<file path="src/rtl/uart_pkg.sv">
// uart_pkg: shared UART encodings, line-control field positions and oversampling constants
package uart_pkg;
  typedef enum logic [2:0] {IDLE, START, DATA, PARITY, STOP} uart_state_e;
  localparam int LCR_WLS = 0;
  localparam int LCR_STB = 2;
  localparam int LCR_PEN = 3;
  localparam int LCR_EPS = 4;
  localparam int LCR_SP  = 5;
  localparam logic [1:0] WLS_5 = 2'b00;
  localparam logic [1:0] WLS_6 = 2'b01;
  localparam logic [1:0] WLS_7 = 2'b10;
  localparam logic [1:0] WLS_8 = 2'b11;
  localparam int OVERSAMPLE = 16;
  localparam int MID_SAMPLE = 7;
  // line parity bit for a right-justified, zero-extended character
  function automatic logic parity_bit(input logic [5:0] lcr, input logic [7:0] data);
    return lcr[LCR_SP] ? ~lcr[LCR_EPS] : lcr[LCR_EPS] ? ^data : ~^data;
  endfunction
endpackage

</file>
<file path="src/rtl/uart_sync2.sv">
// uart_sync2: 2-flop synchronizer resetting to 1 (line idle)
// ports: clk, rst (async, active-high), d (async input), q (synchronized output)
module uart_sync2 (
  input  logic clk,
  input  logic rst,
  input  logic d,
  output logic q
);
  logic m;
  always_ff @(posedge clk or posedge rst)
    if (rst) {q, m} <= 2'b11;
    else {q, m} <= {m, d};
endmodule

</file>
<file path="src/rtl/uart_receiver.sv">
// uart_receiver: 16x oversampling UART receive engine pushing characters and error flags to the RX FIFO
// ports: clk, rst (async, active-high), baud_tick (16x enable), sin (serial in), lcr (line control),
//        fifo_full; push, rx_data, pe, fe, bi (valid with push), overrun, rx_busy
module uart_receiver
  import uart_pkg::*;
(
  input  logic       clk,
  input  logic       rst,
  input  logic       baud_tick,
  input  logic       sin,
  input  logic [5:0] lcr,
  input  logic       fifo_full,
  output logic       push,
  output logic [7:0] rx_data,
  output logic       pe,
  output logic       fe,
  output logic       bi,
  output logic       overrun,
  output logic       rx_busy
);
  localparam logic [3:0] LAST_TICK = 4'(OVERSAMPLE - 1);
  localparam logic [3:0] MID_TICK  = 4'(MID_SAMPLE);
  uart_state_e state, state_n;
  logic       sin_s, sin_d, fall, sample, last_bit, stop_done, par_bit, unused_stb;
  logic [3:0] cnt;
  logic [2:0] bit_cnt;
  logic [1:0] wls;
  logic [7:0] shreg, char_data;
  uart_sync2 u_sync (.clk(clk), .rst(rst), .d(sin), .q(sin_s));
  assign wls        = lcr[LCR_WLS +: 2];
  assign unused_stb = lcr[LCR_STB];
  assign fall       = sin_d & ~sin_s;
  // START samples at the bit centre; later bits one full bit period after the previous sample
  assign sample     = baud_tick && cnt == (state == START ? MID_TICK : LAST_TICK);
  assign last_bit   = bit_cnt == {1'b0, wls} + 3'd4;
  assign stop_done  = state == STOP && sample;
  // bits enter at the MSB, so a short character is right-justified by shifting out the stale bits
  assign char_data  = shreg >> (wls == WLS_8 ? 2'd0 : wls == WLS_7 ? 2'd1 : wls == WLS_6 ? 2'd2 : wls == WLS_5 ? 2'd3 : 2'd0);
  assign rx_busy    = state != IDLE;
  always_comb begin
    state_n = state;
    case (state)
      IDLE:    state_n = fall ? START : IDLE;
      START:   state_n = !sample ? START : sin_s ? IDLE : DATA;
      DATA:    state_n = !(sample && last_bit) ? DATA : lcr[LCR_PEN] ? PARITY : STOP;
      PARITY:  state_n = sample ? STOP : PARITY;
      STOP:    state_n = sample ? IDLE : STOP;
      default: state_n = IDLE;
    endcase
  end
  always_ff @(posedge clk or posedge rst)
    if (rst) begin
      state   <= IDLE;
      sin_d   <= 1'b1;
      cnt     <= '0;
      bit_cnt <= '0;
      shreg   <= '0;
      par_bit <= 1'b0;
      push    <= 1'b0;
      overrun <= 1'b0;
      rx_data <= '0;
      pe      <= 1'b0;
      fe      <= 1'b0;
      bi      <= 1'b0;
    end else begin
      state   <= state_n;
      sin_d   <= sin_s;
      cnt     <= state == IDLE ? '0 : !baud_tick ? cnt : (state == START && sample) ? '0 : cnt + 4'd1;
      bit_cnt <= state != DATA ? '0 : sample ? bit_cnt + 3'd1 : bit_cnt;
      if (state == DATA && sample) shreg <= {sin_s, shreg[7:1]};
      // cleared during START so a parity-less frame counts as a zero parity bit for break detection
      par_bit <= state == START ? 1'b0 : (state == PARITY && sample) ? sin_s : par_bit;
      push    <= stop_done && !fifo_full;
      overrun <= stop_done && fifo_full;
      if (stop_done && !fifo_full) begin
        rx_data <= char_data;
        pe      <= lcr[LCR_PEN] && par_bit != parity_bit(lcr, char_data);
        fe      <= ~sin_s;
        bi      <= char_data == 8'h00 && !par_bit && !sin_s;
      end
    end
endmodule

</file>
<file path="config.mk">
export PLATFORM = sky130hd
export DESIGN_NAME = uart_receiver
export DESIGN_NICKNAME = d
export VERILOG_FILES = /design/src/rtl/uart_pkg.sv /design/src/rtl/uart_sync2.sv /design/src/rtl/uart_receiver.sv
export SDC_FILE = /design/constraint.sdc
export NUM_CORES = 1
export LEC_CHECK = 0
export BUFFER_PORTS_ARGS = -buffer_cell sky130_fd_sc_hd__buf_2
export CORE_MARGIN = 2
export CORE_UTILIZATION = 40
export DETAILED_ROUTE_END_ITERATION = 10
export GPL_TIMING_DRIVEN = 0
export SLEW_MARGIN = 20
export SYNTH_ARGS = -nofsm -noshare
export SYNTH_HDL_FRONTEND = slang
export SYNTH_SLANG_ARGS = --single-unit
</file>
<file path="constraint.sdc">
create_clock -name clk -period 2.4 [get_ports clk]
set_input_delay 0.48 -clock clk [delete_from_list [all_inputs] [get_ports clk]]
set_output_delay 0.48 -clock clk [all_outputs]
set_load 0.02 [all_outputs]
</file>
==> flow_metrics.tcl, run 1 <==
set metrics [dict create \
    critPathMaxFanout 10 \
    syn-cell-area_sq_mm 0.00189 \
    stdcell_area_sq_mm 0.00215 \
    cpPeakStageDelay_ns 0.38 \
    yosys.area.top_type_share_pct 42.4 \
    finalNetCount 216 \
    period_needed_ns 2.20 \
    vias 1306 \
    viasPerCell 5.14 \
    core-area_sq_mm 0.00463 \
    final_hold_viol_count 0 \
    antenna_found_initial 0 \
    crit_path_frequent_cell "xnor2_1" \
    cts_buffer_depth 2 \
    fillers 439 \
    cts_tree "done" \
    yosys_register_bits 35 \
    seq_area_sq_um 880 \
    area_growth_pct 14.0 \
    async_flop_share_pct 100 \
    dp_cells 246 \
    cts_setup_buffers 0 \
    synth-main-ff-cell "dfrtp_1" \
    relSlewSlack_pct 51.3 \
    grt_util_all_layers_pct 13.9 \
    gp_congestion 0.815 \
    cp.arrival_ns 2.37 \
    drive_gt1_share_pct 32.5 \
    firstDrtPassIters 4 \
    fin_cells 254 \
    synth_seq_area_share_pct 46.5 \
    critPathCaptureType "flip-flop" \
    fin_skew_ns 0.00578 \
    dp_hpwl_mm 2.62 \
    insertion_delay_ns 0.28 \
    finalCoreUtilization_pct 46.5 \
    required_ns 2.57 \
    cts.hold.buffers_added 0 \
    placed_area_sq_mm 0.00206 \
    fmax_mhz 455 \
    fin_tns_setup_ns 0 \
    multi_input_area_sq_um 897 \
    ys_warn_count 0 \
    p_leak_uw 0.00106 \
    path_class "in2reg" \
    syn_nets 188 \
    synth.distinct_cells 41 \
    initial_core_util_pct 40.8 \
    cts_sinks 35 \
    synthCells 171 \
    finalMaxSlewViolations 0 \
    hold_path_class "in2reg" \
    path_clk_slew_ns 0.07 \
    io-pin-count 25 \
    grt_overflow 0 \
    path_cells "buf_2 > mux2_2 > o21ai_0 > ha_1 > xnor2_1 > xnor2_1 > mux2i_1 > nand2_1" \
    whs_ns 0.295 \
    grt_pass1_vias 1288 \
    cts-htree-levels 2 \
    cts_resized 0 \
    die_y_um 72.8 \
    crit_path_top_delay_cell "mux2_2" \
    dieArea_sq_mm 0.00529 \
    grt_max_degree 36 \
    cap_viol_max_count 0 \
    synth_area_per_cell_sq_um 11.1 \
    wl_per_cell_um 13.3 \
    ant_nets 0 \
    num_rows 25 \
    die_w_um 72.8 \
    insertedDiodeCount 0 \
    post-route-period-util_pct 91.7 \
    rsz0062_at_grt "no" \
    synthTopCellsByArea "dfrtp_1, mux2_2, mux2i_1" \
    drt_iter0_drc 45 \
    vdd.ir_drop.worst_mv 0.432 \
    drc 0 \
    wl_mm 3.38 \
    port_buffers 21 \
    cts-root-buf "clkbuf_8" \
    tightest_slew_ns 0.729 \
    grt_pass1_wl_mm 5.71 \
    setup_viol 0 \
    yosysTopAreaCell "dfrtp_1" \
    cts-buffers-inserted 5 \
    status "complete, no violations" \
    power_density_mw_per_mm2 663 \
    synth_edf_count 0 \
    startpoint_type "primary input" \
]
cells in the mapped netlist, types with 2 or more instances:
| cell | count |
|---|---|
| a21oi_1 | 3 |
| dfrtp_1 | 32 |
| ha_1 | 6 |
| inv_1 | 9 |
| o21ai_0 | 3 |
| a211o_1 | 2 |
| mux2_2 | 11 |
| o21ai_2 | 9 |
| nor4b_1 | 2 |
| nor2_1 | 10 |
| mux2i_1 | 11 |
| xor2_1 | 4 |
| nand4_1 | 3 |
| nand3_1 | 3 |
| nand2_1 | 23 |
| nor4_1 | 3 |
| xnor2_1 | 5 |
| buf_4 | 2 |
| dfstp_2 | 3 |
| nand4b_1 | 2 |
| buf_2 | 3 |
| buf_6 | 2 |
| clkbuf_8 | 2 |
sequential cells by signal, indices dropped and copies added, names as in the netlist, 3 cells and up:
register / count
shreg: 8
rx_data: 8
cnt: 4
bit_cnt: 3
state: 3
kinds of logic (layout without fill, tap and decap cells):
logic type | count (synthesis) | in the layout | synth area share [%]
adders and majority gates | 6 | 6 | 3.97
buffers and inverters | 18 | 47 | 6.02
DFF | 35 | 35 | 46.5
muxes | 22 | 22 | 12.4
and+or+nand+nor | 58 | 58 | 17.7
AOI/OAI and AO/OA | 23 | 23 | 9.20
xor gates and xnor gates | 9 | 9 | 4.17
worst max-delay path, delay by kind of cell:
| family | cells | cell delay (ns) |
|---|---|---|
| buf+inv | 1 | 0.23 |
| xor+xnor | 2 | 0.38 |
| simple gates | 1 | 0.06 |
| compound gates | 1 | 0.31 |
| mux | 2 | 0.59 |
| fa+ha+maj | 1 | 0.31 |
cell usage in the layout, fill, tap and decap left out, types with 2 or more instances in the layout:
cell type	n
a211o_1	2
a21oi_1	3
buf_2	24
buf_4	2
buf_6	2
clkbuf_8	8
dfrtp_1	32
dfstp_2	3
ha_1	6
inv_1	8
mux2_2	11
mux2i_1	11
nand2_1	23
nand3_1	3
nand4_1	3
nand4b_1	2
nor2_1	10
nor4_1	3
nor4b_1	2
o21ai_0	3
o21ai_2	9
xnor2_1	5
xor2_1	4
path summary, 6_finish.rpt:
kind	startpoint	end	slack [ns]	cells after the start
max in group asynchronous	rst	bit_cnt[1]	1.61	2
setup / recovery	lcr[0]	pe	0.20	8
min in group asynchronous	rst	push	0.32	2
setup reg to reg	shreg[4]	pe	0.32	7
hold / removal	sin	u_sync.m	0.30	1
hold reg to reg	u_sync.m	u_sync.q	0.36	0
per-layer routing:
metal  GRT usage, %  vias to the layer above  share of wire (%)
li1               -                      655                  -
met1           17.5                      624                 47
met2           22.9                       21                 48
met3           3.73                        6                3.0
met4           5.35                        0                1.6
met5              0                        -                  0
cell type report:
type | instances | area share [%]
Buffer | 9 | 3.72
Clock buffer | 7 | 4.01
Clock inverter | 1 | 0.232
Inverter | 9 | 1.57
Multi-Input combinational cell | 118 | 41.6
Sequential cell | 35 | 40.8
Tap cell | 54 | 3.14
Timing Repair Buffer | 21 | 4.88
where the power goes:
group	internal [uW]	switching (uW)	leakage (uW)	total, uW
sequential	640	56.3	0.000470	697
combinational	125	173	0.000545	299
clock	231	202	0.0000482	433
total	997	432	0.00106	1430
per-stage QoR:
stage,worst slack (ns),total power [uW]
3_3_place_gp,-0.141,992
2_1_floorplan,0.150,934
4_1_cts,0.178,1440
5_1_grt,0.0476,1510
3_5_place_dp,-0.122,1010
6_report,0.200,1430
Note: power is estimated with default switching activity, not from simulation.
==> inputs of run 2 (changes only) <==
--- a/config.mk
+++ b/config.mk
@@ -10,6 +10,7 @@
 export CORE_UTILIZATION = 40
 export DETAILED_ROUTE_END_ITERATION = 10
 export GPL_TIMING_DRIVEN = 0
+export PLACE_DENSITY = 0.69
 export SLEW_MARGIN = 20
 export SYNTH_ARGS = -nofsm -noshare
 export SYNTH_HDL_FRONTEND = slang
==> run 2 against run 1 <==
Effect of this change:
- maximum frequency is 0.70% higher
- clock-buffer cell count is 1 lower
- worst setup slack gained 0.015 ns
- global-route usage shrank 0.30 points
- critical path depth unchanged
- largest power group unchanged
==> flow_metrics.tcl, run 2 (synthesis gave the netlist of run 1 again) <==
set metrics [dict create \
    required_ns 2.58 \
    cts_tree "done" \
    tightest_slew_ns 0.734 \
    ant_nets 0 \
    gp_congestion 0.731 \
    relSlewSlack_pct 51.0 \
    dieArea_sq_mm 0.00529 \
    cts-buffers-inserted 5 \
    critPathMaxFanout 10 \
    num_rows 25 \
    critPathCaptureType "flip-flop" \
    cts_buffer_depth 2 \
    fmax_mhz 458 \
    insertedDiodeCount 0 \
    p_leak_uw 0.00108 \
    firstDrtPassIters 4 \
    rsz0062_at_grt "no" \
    vdd.ir_drop.worst_mv 0.417 \
    startpoint_type "primary input" \
    cts-root-buf "clkbuf_8" \
    period_needed_ns 2.18 \
    core-area_sq_mm 0.00463 \
    die_w_um 72.8 \
    fin_tns_setup_ns 0 \
    stdcell_area_sq_mm 0.00220 \
    finalMaxSlewViolations 0 \
    grt_pass1_vias 1181 \
    placed_area_sq_mm 0.00206 \
    fin_skew_ns 0.00560 \
    drc 0 \
    cts.hold.buffers_added 0 \
    top_regs "rx_data: 8 flops, shreg: 8 flops, cnt: 4 flops" \
    drt_iter0_drc 83 \
    final_common_cell "dfrtp_1" \
    grt_pass1_wl_mm 5.50 \
    io-pin-count 25 \
    area_growth_pct 16.1 \
    setup_viol 0 \
    grt_max_degree 36 \
    antenna_found_initial 0 \
    status "complete, no violations" \
    wl_mm 3.32 \
    insertion_delay_ns 0.29 \
    dp_hpwl_mm 2.42 \
    cts_setup_buffers 0 \
    total_power_uw 1620 \
    drive_gt1_share_pct 32.5 \
    port_buffers 21 \
    power_density_mw_per_mm2 737 \
    initial_core_util_pct 40.8 \
    grt_overflow 0 \
    final_hold_viol_count 0 \
    hold_path_class "in2reg" \
    cp.arrival_ns 2.36 \
    cts_resized 0 \
    viasPerCell 5.19 \
    cts-htree-levels 2 \
    whs_ns 0.287 \
    path_clk_slew_ns 0.07 \
    die_y_um 72.8 \
    cap_viol_max_count 0 \
    finalNetCount 216 \
    cts_sinks 35 \
    vias 1318 \
    grt_util_all_layers_pct 13.6 \
    wl_per_cell_um 13.1 \
    post-route-period-util_pct 91.0 \
    path_class "in2reg" \
    final_cell_mix "dfrtp_1, buf_2, nand2_1" \
]
-- run 2: cell types whose count changed in the layout (fill, tap and decap cells not counted) --
| cell | change |
|---|---|
| bufinv_16 | +2 |
| clkinv_2 | -1 |
| clkbuf_8 | -1 |
-- run 2: worst paths after layout --
| path | from | end | slack (ns) | depth (start not counted) |
|---|---|---|---|---|
| max | lcr[0] | pe | 0.22 | 8 |
| min | sin | u_sync.m | 0.29 | 1 |
| max reg2reg | shreg[4] | pe | 0.30 | 7 |
| min reg2reg | u_sync.m | u_sync.q | 0.36 | 0 |
| max in group asynchronous | rst | cnt[3] | 1.62 | 2 |
| min in group asynchronous | rst | par_bit | 0.31 | 2 |
-- run 2: cell type report --
type	instances	area, sq um
fillers	449	2430
multi-input cells	118	897
flip-flops and latches	35	880
repair buffers	21	105
plain buffers	9	80.1
clock buffers	6	72.6
well taps	54	67.6
clock inverters	2	60.1
inverters	9	33.8
-- run 2: routing by layer --
metal | global-route usage [%] | share of wire (%) | up-vias
met3 | 3.31 | 3.1 | 6
met2 | 20.7 | 46 | 26
met4 | 7.41 | 2.5 | 0
li1 | - | - | 655
met1 | 17.8 | 48 | 631
met5 | 0 | 0 | -
-- run 2: where the power goes --
group	internal, uW	switching, uW	total [uW]
Sequential	640	55.7	696
Combinational	126	170	296
Clock	415	213	628
Total	1180	438	1620
-- run 2: through the flow --
| stage | worst slack [ns] | std cells | utilization, % |
|---|---|---|---|
| after floorplan | 0.150 | 171 | - |
| after global placement | -0.0742 | 246 | 44.6 |
| after detailed placement | -0.108 | 246 | 44.6 |
| after CTS | 0.193 | 254 | 47.4 |
| after global routing | 0.0227 | 254 | 47.4 |
| final | 0.215 | 254 | 47.4 |
-- run 2: worst max-delay path, stage by stage --
cell	delay, ns
buf_2	0.22
mux2_2	0.38
mux2i_1	0.29
ha_1	0.30
xnor2_1	0.21
xnor2_1	0.18
mux2i_1	0.23
nand2_1	0.06
==> inputs of run 3 (changes only) <==
--- a/config.mk
+++ b/config.mk
@@ -11,7 +11,7 @@
 export DETAILED_ROUTE_END_ITERATION = 10
 export GPL_TIMING_DRIVEN = 0
 export PLACE_DENSITY = 0.69
-export SLEW_MARGIN = 20
+export SETUP_SLACK_MARGIN = 0.4
 export SYNTH_ARGS = -nofsm -noshare
 export SYNTH_HDL_FRONTEND = slang
 export SYNTH_SLANG_ARGS = --single-unit
==> run 3 against run 2 <==
Effect of this change:
- sequential cell count unchanged
- critical endpoint unchanged
- clock skew about the same
- largest power group unchanged
- non-clock buffer count up 2
- register-to-register slack better by 0.20 ns
- die area unchanged
==> flow_metrics.tcl, run 3 (synthesis gave the netlist of run 1 again) <==
set metrics [dict create \
    gp_congestion 0.746 \
    p_leak_uw 0.00109 \
    drive_gt1_share_pct 37.1 \
    top_regs "rx_data: 8 flops, shreg: 8 flops, cnt: 4 flops" \
    cts-root-buf "clkbuf_8" \
    r2r_end "pe" \
    core-area_sq_mm 0.00463 \
    rsz0062_at_grt "yes" \
    cp_num_buf_inv 3 \
    crit_path_frequent_cell "mux2i_1" \
    die_y_um 72.8 \
    cts-htree-levels 2 \
    fmax_mhz 515 \
    insertedDiodeCount 0 \
    viasPerCell 5.15 \
    vias 1319 \
    final_cell_mix "dfrtp_1, nand2_1, buf_2" \
    final_hold_viol_count 0 \
    fin_tns_setup_ns 0 \
    drc 0 \
    vdd.ir_drop.worst_mv 0.310 \
    port_buffers 21 \
    cap_viol_max_count 0 \
    critPathCaptureType "flip-flop" \
    r2r_setup_slack_ns 0.50 \
    num_rows 25 \
    critPathMaxFanout 10 \
    finalMaxSlewViolations 0 \
    area_growth_pct 18.7 \
    cts_buffer_depth 2 \
    required_ns 2.58 \
    firstDrtPassIters 4 \
    cts_tree "done" \
    cpPeakStageDelay_ns 0.31 \
    fillers 437 \
    crit_path_top_delay_cell "ha_1" \
    post-route-period-util_pct 80.9 \
    wl_mm 3.44 \
    period_needed_ns 1.94 \
    ant_nets 0 \
    startpoint_type "primary input" \
    cts.hold.buffers_added 0 \
    final_common_cell "dfrtp_1" \
    finalNetCount 218 \
    status "complete, no violations" \
    grt_pass1_vias 1302 \
    r2r-start "shreg[6]" \
    critPathTopFamily "multiplexers" \
    hold_path_class "in2reg" \
    r2r_cells 7 \
    grt_max_degree 36 \
    cts_sinks 35 \
    setup_viol 0 \
    tightest_slew_ns 0.732 \
    grt_overflow 0 \
    die_w_um 72.8 \
    endpoint "pe" \
    fin_skew_ns 0.00605 \
    startpoint "lcr[1]" \
    cp.arrival_ns 2.12 \
    io-pin-count 25 \
    path_clk_slew_ns 0.07 \
    antenna_found_initial 0 \
    drt_iter0_drc 52 \
    dp_hpwl_mm 2.45 \
    whs_ns 0.293 \
    grt_pass1_wl_mm 5.96 \
    path_class "in2reg" \
    dieArea_sq_mm 0.00529 \
    cts-buffers-inserted 5 \
    path_cells "buf_2 > buf_6 > mux2i_1 > inv_1 > ha_1 > xnor2_1 > xnor2_2 > mux2i_1 > nand2_1" \
    wl_per_cell_um 13.4 \
    insertion_delay_ns 0.29 \
    initial_core_util_pct 40.8 \
    cp.depth 9 \
    power_density_mw_per_mm2 633 \
    grt_util_all_layers_pct 14.5 \
    relSlewSlack_pct 51.1 \
]
==> run 3: cell types whose count changed in the layout (fill, tap and decap cells not counted), sizes merged <==
cell	change
clkinv	+1
clkbuf	+1
buf	+2
bufinv	-2
==> run 3: routing by layer <==
layer | part of all wire (%) | GRT usage [%]
met3 | 2.9 | 3.04
met1 | 48 | 18.7
met2 | 47 | 23.2
met5 | 0 | 0
met4 | 2.0 | 6.79
==> run 3: power breakdown <==
| group | switching, uW | internal, uW | leakage, uW |
|---|---|---|---|
| clock network | 201 | 203 | 0.0000422 |
| registers | 60.2 | 640 | 0.000470 |
| logic | 180 | 136 | 0.000577 |
| total | 441 | 980 | 0.00109 |
==> run 3: area by class of cell <==
| cell class | instances | area, sq um | share of cell area, % |
|---|---|---|---|
| plain buffers | 9 | 95.1 | 4.24 |
| clock buffers | 7 | 76.3 | 3.40 |
| clock inverters | 1 | 5.00 | 0.223 |
| inverters | 9 | 33.8 | 1.51 |
| multi-input cells | 118 | 967 | 43.1 |
| flip-flops and latches | 35 | 880 | 39.2 |
| well taps | 54 | 67.6 | 3.01 |
| repair buffers | 23 | 120 | 5.35 |
==> run 3: worst min path at each step <==
stage               startpoint        to  slack [ns]  depth (start not counted)
finish                     sin  u_sync.m        0.29                          1
global route               sin  u_sync.m        0.29                          1
detailed placement    u_sync.m  u_sync.q        0.35                          0
global placement      u_sync.m  u_sync.q        0.35                          0
floorplan             u_sync.m  u_sync.q        0.35                          0
CTS                        sin  u_sync.m        0.28                          1
==> run 3: what timing repair did <==
item / in CTS / in global routing
pin swaps: 1 / 1
endpoints found under the setup margin: 2 / 2
buffers inserted: 0 / 2
gates resized for setup: 2 / 5
==> run 3: metrics by stage <==
| step | utilization (%) | setup WS [ns] | instances | cell area (sq um) | total power (uW) |
|---|---|---|---|---|---|
| after floorplan | - | 0.370 | 171 | 1930 | 939 |
| after global placement | 45.5 | 0.213 | 246 | 2100 | 1000 |
| after detailed placement | 45.5 | 0.179 | 246 | 2100 | 1010 |
| after CTS | 47.5 | 0.414 | 254 | 2200 | 1430 |
| after global routing | 48.5 | 0.357 | 256 | 2240 | 1500 |
| final | 48.5 | 0.460 | 256 | 2240 | 1420 |
